<file path="src/rtl/melody_pkg.sv">
// Shared types for the melody sequencer: FSM states, song memory entry layout
// and counter sizing helper.
package melody_pkg;

    typedef enum logic [2:0] {
        IDLE,
        FETCH,
        PLAY,
        GAP,
        DONE
    } state_t;

    typedef struct packed {
        logic [7:0] note;
        logic [3:0] beats;
    } song_entry_t;

    localparam logic [3:0] END_BEATS = 4'd0;

    function automatic int cnt_w(input int n);
        return (n > 1) ? $clog2(n) : 1;
    endfunction

endpackage

</file>
<file path="src/rtl/melody_sequencer_tone_gen.sv">
// Square-wave generator: toggles spkr every maxcount clocks while enabled,
// holds it low otherwise.
module tone_gen (
    input  logic        CLK,
    input  logic        RST,
    input  logic        en,
    input  logic [15:0] maxcount,
    output logic        spkr
);

    logic [15:0] tone_cnt;

    always_ff @(posedge CLK or posedge RST) begin
        if (RST) begin
            tone_cnt <= '0;
            spkr     <= 1'b0;
        end else if (!en || maxcount == 16'd0) begin
            tone_cnt <= '0;
            spkr     <= 1'b0;
        end else if (tone_cnt >= maxcount - 16'd1) begin
            tone_cnt <= '0;
            spkr     <= ~spkr;
        end else begin
            tone_cnt <= tone_cnt + 16'd1;
        end
    end

endmodule

</file>
<file path="src/rtl/melody_sequencer.sv">
// Song sequencer: walks the song memory, drives note_select to the lookup
// and plays each note for its beat count followed by a silent gap.
module melody_sequencer
    import melody_pkg::*;
#(
    parameter int DEPTH          = 32,
    parameter int ADDR_W         = 5,
    parameter int TICKS_PER_BEAT = 12_500_000,
    parameter int GAP_TICKS      = 1_000_000
) (
    input  logic              CLK,
    input  logic              RST,
    input  logic              start,
    input  logic              stop,
    input  logic              loop_en,
    input  logic              wr_en,
    input  logic [ADDR_W-1:0] wr_addr,
    input  logic [11:0]       wr_data,
    input  logic [15:0]       maxcount,
    output logic [7:0]        note_select,
    output logic              spkr,
    output logic              busy,
    output logic              done
);

    localparam int TW = cnt_w(TICKS_PER_BEAT);
    localparam int GW = cnt_w(GAP_TICKS);
    localparam logic [TW-1:0] TICK_LAST = TW'(TICKS_PER_BEAT - 1);
    localparam logic [GW-1:0] GAP_LAST = GW'(GAP_TICKS - 1);
    localparam logic [ADDR_W-1:0] LAST_ADDR = ADDR_W'(DEPTH - 1);

    song_entry_t mem [DEPTH];
    song_entry_t entry;

    state_t            state, state_nx;
    logic [ADDR_W-1:0] addr, addr_nx;
    logic [7:0]        note_nx;
    logic              busy_nx, done_nx;
    logic [3:0]        beat_cnt, beat_nx;
    logic [TW-1:0]     tick_cnt, tick_nx;
    logic [GW-1:0]     gap_cnt, gap_nx;
    logic              advance;
    logic              tone_en;

    always_ff @(posedge CLK) begin
        if (wr_en) mem[wr_addr] <= wr_data;
    end

    assign entry = mem[addr];

    always_comb begin
        state_nx = state;
        addr_nx  = addr;
        note_nx  = note_select;
        busy_nx  = busy;
        done_nx  = 1'b0;
        beat_nx  = beat_cnt;
        tick_nx  = tick_cnt;
        gap_nx   = gap_cnt;
        advance  = 1'b0;
        unique case (state)
            IDLE: begin
                if (start && !stop) begin
                    state_nx = FETCH;
                    addr_nx  = '0;
                    busy_nx  = 1'b1;
                end
            end
            FETCH: begin
                if (entry.beats == END_BEATS) begin
                    if (loop_en && addr != '0) begin
                        addr_nx = '0;
                    end else begin
                        state_nx = DONE;
                        done_nx  = 1'b1;
                        busy_nx  = 1'b0;
                    end
                end else begin
                    state_nx = PLAY;
                    note_nx  = entry.note;
                    beat_nx  = entry.beats;
                    tick_nx  = '0;
                end
            end
            PLAY: begin
                if (tick_cnt == TICK_LAST) begin
                    tick_nx = '0;
                    if (beat_cnt == 4'd1) begin
                        note_nx = '0;
                        gap_nx  = '0;
                        if (GAP_TICKS == 0) advance = 1'b1;
                        else state_nx = GAP;
                    end else begin
                        beat_nx = beat_cnt - 4'd1;
                    end
                end else begin
                    tick_nx = tick_cnt + 1'b1;
                end
            end
            GAP: begin
                if (gap_cnt == GAP_LAST) advance = 1'b1;
                else gap_nx = gap_cnt + 1'b1;
            end
            DONE: state_nx = IDLE;
            default: state_nx = IDLE;
        endcase
        // running off the last entry counts as hitting an end marker
        if (advance) begin
            if (addr == LAST_ADDR) begin
                addr_nx = '0;
                if (loop_en) begin
                    state_nx = FETCH;
                end else begin
                    state_nx = DONE;
                    done_nx  = 1'b1;
                    busy_nx  = 1'b0;
                end
            end else begin
                addr_nx  = addr + 1'b1;
                state_nx = FETCH;
            end
        end
        if (stop && state inside {FETCH, PLAY, GAP}) begin
            state_nx = IDLE;
            note_nx  = '0;
            busy_nx  = 1'b0;
            done_nx  = 1'b0;
        end
    end

    always_ff @(posedge CLK or posedge RST) begin
        if (RST) begin
            state       <= IDLE;
            addr        <= '0;
            note_select <= '0;
            busy        <= 1'b0;
            done        <= 1'b0;
            beat_cnt    <= '0;
            tick_cnt    <= '0;
            gap_cnt     <= '0;
        end else begin
            state       <= state_nx;
            addr        <= addr_nx;
            note_select <= note_nx;
            busy        <= busy_nx;
            done        <= done_nx;
            beat_cnt    <= beat_nx;
            tick_cnt    <= tick_nx;
            gap_cnt     <= gap_nx;
        end
    end

    // tone runs only while staying in PLAY so spkr drops with note_select
    assign tone_en = (state == PLAY) && (state_nx == PLAY);

    tone_gen u_tone (
        .CLK      (CLK),
        .RST      (RST),
        .en       (tone_en),
        .maxcount (maxcount),
        .spkr     (spkr)
    );

endmodule

</file>
<file path="config.mk">
export PLATFORM = sky130hd
export DESIGN_NAME = melody_sequencer
export DESIGN_NICKNAME = d
export VERILOG_FILES = /design/src/rtl/melody_pkg.sv /design/src/rtl/melody_sequencer_tone_gen.sv /design/src/rtl/melody_sequencer.sv
export SDC_FILE = /design/constraint.sdc
export NUM_CORES = 1
export LEC_CHECK = 0
export BUFFER_PORTS_ARGS = -buffer_cell sky130_fd_sc_hd__buf_2
export CAP_MARGIN = 20
export CORE_UTILIZATION = 52
export CTS_BUF_LIST = sky130_fd_sc_hd__clkbuf_4
export DETAILED_ROUTE_END_ITERATION = 7
export GPL_TIMING_DRIVEN = 0
export PLACE_DENSITY = 0.77
export SYNTH_ARGS = -nofsm -noshare
export SYNTH_HDL_FRONTEND = slang
export SYNTH_SLANG_ARGS = --single-unit
</file>
<file path="constraint.sdc">
create_clock -name CLK -period 3.5 [get_ports CLK]
set_input_delay 0.175 -clock CLK [delete_from_list [all_inputs] [get_ports CLK]]
set_output_delay 0.175 -clock CLK [all_outputs]
set_load 0.02 [all_outputs]
</file>
==> results of run 1 <==
==> sequential cells by signal, summed over array words and instances (netlist names) <==
register and count:
mem 384, tick_cnt 24, gap_cnt 20, u_tone.tone_cnt 16
note_select 8, addr 5, beat_cnt 4, state 3
busy 1, done 1, u_tone.spkr 1
==> cells in the final DEF, fill, tap and decap left out, types with 29 or more instances in the layout <==
cell type  instances
mux4_2            86
xor2_1            29
nor2_1           113
clkbuf_4         160
edfxtp_1         384
nand2_1           60
o21ai_0           29
buf_2             57
dfrtp_1           83
nand3_1           43
==> power by group through the flow <==
stage	logic (uW)	registers, uW	clock network [uW]
2_1_floorplan	649	6440	0
3_3_place_gp	1050	6410	0
3_5_place_dp	1110	6420	0
4_1_cts	1140	6300	4280
5_1_grt	1260	6330	4560
6_report	1160	6310	4180
==> area by class of cell <==
class,instances,share of cell area (%)
clock buffer,159,5.28
tap,511,2.83
multi-input combinational,692,25.9
inverter,15,0.260
sequential,467,60.1
clock inverter,26,0.547
buffer,54,1.36
timing repair buffer,105,3.63
antenna,1,0.0111
==> layer usage <==
layer | vias up | GRT usage [%] | wire [um] | share of wire (%)
li1 | 5376 | - | - | -
met5 | - | 0 | 0 | 0
met3 | 76 | 5.74 | 3960 | 8.9
met2 | 616 | 37.5 | 21300 | 48
met1 | 6033 | 33.1 | 18500 | 41
met4 | 0 | 7.92 | 969 | 2.2
==> synth_stat cells, drive strengths merged, types with 7 or more instances <==
| cell | n |
|---|---|
| mux4 | 86 |
| nor4 | 7 |
| mux2 | 7 |
| and2 | 9 |
| nor3b | 7 |
| nand4 | 13 |
| and3 | 15 |
| a21o | 9 |
| a221oi | 17 |
| nand3b | 9 |
| o22ai | 20 |
| o31ai | 7 |
| o21ai | 32 |
| a22o | 20 |
| buf | 28 |
| a21oi | 24 |
| mux2i | 18 |
| xnor2 | 19 |
| and4 | 7 |
| nand3 | 43 |
| dfrtp | 83 |
| edfxtp | 384 |
| clkbuf | 26 |
| a31oi | 7 |
| a211oi | 8 |
| nand2 | 60 |
| inv | 15 |
| nor2 | 116 |
| nor3 | 17 |
| ha | 26 |
| xor2 | 29 |
==> kinds of logic (layout without fill, tap and decap cells) <==
kind of cell               after synthesis  after routing
other                                    0              1
muxes                                  111            111
AOI/OAI and AO/OA                      173            173
and+or+nand+nor                        334            334
DFF                                    467            467
adders and majority gates               26             26
buffers and inverters                   69            359
xor gates and xnor gates                48             48
==> what timing repair did <==
item | in CTS | in global routing
gates cloned | 0 | 0
gates resized for setup | 4 | 11
hold buffers | 24 | 0
endpoints found under the hold margin | 536 | 0
setup buffers | 0 | 0
endpoints found under the setup margin | 6 | 17
==> worst max-delay path by stage <==
stage | from | to | slack [ns] | cells past startpoint
finish | addr[0] | note_select[2] | 0.16 | 12
detailed placement | addr[1] | note_select[5] | -0.19 | 9
global placement | addr[1] | note_select[5] | -0.11 | 9
global route | addr[0] | note_select[2] | 0.005 | 12
floorplan | maxcount[3] | u_tone.tone_cnt[10] | 0.70 | 14
CTS | addr[0] | note_select[6] | -0.01 | 11
==> through the flow <==
stage / cells / instance area (um2) / setup TNS (ns)
4_1_cts: 2024 / 22500 / -0.0150
5_1_grt: 2030 / 22600 / 0
3_3_place_gp: 1788 / 20700 / -0.327
6_report: 2030 / 22600 / 0
3_5_place_dp: 1815 / 21000 / -0.822
2_1_floorplan: 1228 / 19800 / 0
==> critical path: cells and delay by family (launching register included) <==
kind / cells / cell delay, ns
compound gates: 5 / 0.98
mux: 1 / 0.53
buf+inv: 6 / 1.28
flops: 1 / 0.39
==> out/metrics.yaml, run 1 <==
cpMostUsedCell: "buf_6"
layout-drive-gt1-share_pct: 26.0
synth_seq_cells: 467
drc: 0
post_drt_via_cell_ratio: 5.96
setup.worst_path.end_class: "register"
p_total_uw: 11600
path_max_fanout: 10
p_leak_uw: 0.00794
synth-compound-area-share_pct: 6.27
ff2ff_path_depth: 12
regToRegEndpoint: "note_select[2]"
min_path_cells: 4
critPathLaunchType: "register"
cts.clk_slew.worst_paths_ns: 0.07
synthCells: 1228
clkLatencyLatePin_ns: 0.83
rows: 71
ant_nets: 0
synthSimpleGateAreaFrac_pct: 8.35
period_share_pct: 95.6
vias: 12101
timing.fmax_mhz: 299
grt_pass1_wl_um: 69600
peakVddDrop_mv: 0.323
path_class: "reg -> reg"
final_nets: 1511
fp.dieH_um: 197
io_pins: 50
finalWorstSetupSlack_ns: 0.156
place_congestion: 0.861
cts.sinks: 467
synthXorXnorAreaFrac_pct: 2.12
max-slew-margin-rel_pct: 36.7
die_x_um: 197
seq_area_frac_synth_pct: 68.8
grt_max_degree: 45
async_flop_share_pct: 17.8
seq_power_share_pct: 54.2
seq_area_um2: 13600
power_density_nw_per_um2: 515
crit_chain: "buf_6 -> buf_6 -> buf_4 -> buf_6 -> buf_4 -> buf_6 -> mux4_2 -> a22o_1 -> a221oi_1 -> o22ai_1 -> o21ai_0 -> a21oi_1"
synth_top_area_share_pct: 58.3
multi_input_area_um2: 5870
antenna_found_initial: 1
wl_per_cell_um: 22.0
cts_buffers: 111
drtIter0Drc: 1155
skew_ns: 0.0592
hold_path.class: "in -> reg"
ys_types: 68
cp_data_required_time_ns: 4.15
htreeDepth: 3
fillers: 2795
worst_path_largest_cell_delay_ns: 0.53
dr.pass1.iters: 5
pwr-share-clk_pct: 35.9
worstPathArrival_ns: 3.99
fp.coreArea_um2: 37600
dieArea_um2: 38800
start_util_pct: 52.7
netSwitchingFraction_pct: 25.7
r2r_start: "addr[0]"
hold-worst-slack_ns: 0.107
synth-main-ff-cell: "edfxtp_1"
drv_cap: 0
tightest_slew_ns: 0.949
syn2layout_area_growth_pct: 14.3
hold_end: "u_tone.spkr"
pre_cts_ws_ns: -0.194
synth_area_um2: 19800
internal-power_uw: 8660
hold_violations: 0
cts_tree: "done"
min_from: "start"
switchingPower_uw: 2990
period_minus_slack_ns: 3.34
outcome: "complete, no violations"
dp_hpwl_um: 29400
drv_slew: 0
track_usage_pct: 23.9
synthTopCellsByArea: "edfxtp_1 (58%), dfrtp_1 (10%), mux4_2 (9.8%)"
finalSetupViolCount: 0
synth_nets: 1293
globalRouteOverflowTotal: 0
clock_path_buffers: 3
grt_pass1_vias: 12380
clock-root-buffer: "clkbuf_4"
yosysTopAreaCell: "edfxtp_1"
rsz0062_at_grt: "no"
synth_edf_count: 384
final_core_util_pct: 60.2
r2r_slack_ns: 0.16
synth.area.mux_share_pct: 11.1
syn_avg_cell_area_um2: 16.1
slowest_stage: "mux4_2"
io_buffers: 49
yosys_warnings: 0
synth_adder_area_share_pct: 1.64
drt-total-wl_um: 44700
synth_top_family_by_area: "multiplexers"
power_frac_comb_pct: 9.9
Power figures use the tool's default switching activity.
==> run 2, diff against run 1 <==
--- a/config.mk
+++ b/config.mk
@@ -7,11 +7,10 @@
 export LEC_CHECK = 0
 export BUFFER_PORTS_ARGS = -buffer_cell sky130_fd_sc_hd__buf_2
 export CAP_MARGIN = 20
-export CORE_UTILIZATION = 52
-export CTS_BUF_LIST = sky130_fd_sc_hd__clkbuf_4
+export CORE_UTILIZATION = 45
 export DETAILED_ROUTE_END_ITERATION = 7
 export GPL_TIMING_DRIVEN = 0
-export PLACE_DENSITY = 0.77
+export PLACE_DENSITY = 0.7
 export SYNTH_ARGS = -nofsm -noshare
 export SYNTH_HDL_FRONTEND = slang
 export SYNTH_SLANG_ARGS = --single-unit
==> run 2 against run 1 <==
  * Via count fell by 4.5%
  * Sequential cell count unchanged
  * Largest power group unchanged
  * Highest routed layer unchanged
  * Register-to-register slack improved by 0.02 ns
  * Critical path type unchanged
  * Utilization is 7.4 points lower
  * Worst setup slack better by 0.015 ns
==> out/metrics.yaml, run 2 (synthesis results as in run 1) <==
outcome: "complete, no violations"
path_class: "reg -> reg"
drtIter0Drc: 1178  # +2.0%
final_core_util_pct: 52.8  # -7.4 points
tightest_slew_ns: 0.992  # +0.0434 ns
clkLatencyLatePin_ns: 0.58  # -0.25 ns
cts.sinks: 467  # unchanged
grt_pass1_vias: 11524  # -6.9%
hold-worst-slack_ns: 0.0431  # -0.0641 ns
switchingPower_uw: 3020  # +0.85%
layout-drive-gt1-share_pct: 20.9  # -5.1 points
power_density_nw_per_um2: 558  # +8.3%
hold_path.class: "in -> reg"
place_congestion: 0.871  # +1.1%
seq_power_share_pct: 49.5  # -4.7 points
dieArea_um2: 44800  # +15%
final_nets: 1426  # -5.6%
final_common_cell: "edfxtp_1"
pwr-share-clk_pct: 41.7  # +5.8 points
critPathLaunchType: "register"
hold_violations: 0  # unchanged
fp.dieH_um: 212  # +7.4%
grt_pass1_wl_um: 68700  # -1.4%
io_pins: 50  # unchanged
die_x_um: 212  # +7.4%
globalRouteOverflowTotal: 0  # unchanged
largest_reg_flops: 384  # unchanged
cp_data_required_time_ns: 3.92  # -0.23 ns
p_leak_uw: 0.00786  # -1.0%
max-slew-margin-rel_pct: 33.6  # -3.1 points
setup.worst_path.end_class: "register"
timing.fmax_mhz: 300  # +0.46%
peakVddDrop_mv: 0.489  # +51%
reg_top3: "mem: 384 flops, tick_cnt: 24 flops, gap_cnt: 20 flops"
dp_hpwl_um: 29600  # +0.54%
syn2layout_area_growth_pct: 15.5
power_frac_comb_pct: 8.8  # -1.1 points
fp.coreArea_um2: 43300  # +15%
cts_tree: "done"
ant_nets: 0  # unchanged
rows: 76  # +7.0%
start_util_pct: 45.7  # -6.9 points
final_cells: 1983  # -2.3%
antenna_cells: 0  # -1
htreeDepth: 2  # -1
max_flop_register: "mem"
drc: 0  # unchanged
finalSetupTns_ns: 0  # unchanged
vias: 11562  # -4.5%
final_cell_mix: "edfxtp_1 (384), nor2_1 (114), mux4_2 (86)"
internal-power_uw: 9730  # +12%
finalSetupViolCount: 0  # unchanged
drt-total-wl_um: 44300  # -0.73%
worstPathArrival_ns: 3.75  # -0.24 ns
clock_path_buffers: 3  # unchanged
drv_slew: 0  # unchanged
grt_max_degree: 45  # unchanged
period_share_pct: 95.1  # -0.44 points
p_total_uw: 12700  # +9.4%
path_max_fanout: 10  # unchanged
cts.clk_slew.worst_paths_ns: 0.06  # about the same
antenna_found_initial: 0  # -1
io_buffers: 49  # unchanged
clock-root-buffer: "clkbuf_16"
wl_per_cell_um: 22.4  # +1.6%
post_drt_via_cell_ratio: 5.83  # -2.2%
post_cts_buffers: 0  # unchanged
dr.pass1.iters: 5  # unchanged
track_usage_pct: 20.5  # -3.4 points
dp.cells: 1894  # +4.4%
drv_cap: 0  # unchanged
cts_buffers: 47  # -58%
period_minus_slack_ns: 3.33  # -0.0153 ns
netSwitchingFraction_pct: 23.7  # -2.0 points
skew_ns: 0.0289  # -0.0303 ns
[run 2: final timing paths]
| check | depth (start not counted) | slack [ns] | endpoint | from |
|---|---|---|---|---|
| hold reg to reg | 1 | 0.52 | u_tone.tone_cnt[0] | u_tone.tone_cnt[0] |
| setup reg to reg | 12 | 0.17 | note_select[4] | addr[0] |
| min in group asynchronous | 3 | 0.20 | u_tone.tone_cnt[3] | RST |
| max in group asynchronous | 4 | 2.65 | gap_cnt[9] | RST |
| setup / recovery | 12 | 0.17 | note_select[4] | addr[0] |
| hold / removal | 4 | 0.04 | busy | start |
[run 2: worst max-delay path, cell delays in order, from the launching register on]
cell	delay, ns
dfrtp_1	0.40
buf_6	0.17
buf_6	0.21
buf_4	0.25
buf_6	0.21
buf_6	0.21
buf_6	0.22
mux4_2	0.54
a22o_1	0.25
a221oi_2	0.31
o22ai_1	0.19
o21ai_0	0.11
a21oi_1	0.08
[run 2: layer usage]
layer | wire, um | track usage (%)
met1 | 19100 | 29.6
met2 | 20800 | 32.2
met3 | 3570 | 3.66
met4 | 879 | 5.27
met5 | 0 | 0
[run 2: power by group through the flow]
| stage | combinational (uW) | sequential (uW) | clock [uW] |
|---|---|---|---|
| after CTS | 1120 | 6310 | 5380 |
| after global placement | 1080 | 6410 | 0 |
| final | 1120 | 6310 | 5310 |
| after floorplan | 649 | 6440 | 0 |
| after global routing | 1240 | 6330 | 5600 |
| after detailed placement | 1110 | 6420 | 0 |
[run 2: timing repair]
action | 4_1_cts | 5_1_grt
endpoints found under the hold margin | 41 | 0
setup endpoints to repair | 6 | 12
resized for setup | 9 | 8
hold buffers | 3 | 0
[run 2: layout make-up]
cell class	count	area (um2)
Timing Repair Buffer	84	603
Buffer	54	314
Multi-Input combinational cell	692	5880
Inverter	15	58.8
Tap cell	585	732
Sequential cell	467	13600
Fill cell	3484	20400
Clock inverter	25	383
Clock buffer	61	1270
[run 2: through the flow]
| stage | setup slack, ns | instance area (um2) |
|---|---|---|
| floorplan | 0.696 | 19800 |
| global placement | -0.125 | 20800 |
| detailed placement | -0.120 | 21100 |
| CTS | 0.000245 | 22800 |
| global route | -0.00129 | 22800 |
| finish | 0.171 | 22800 |
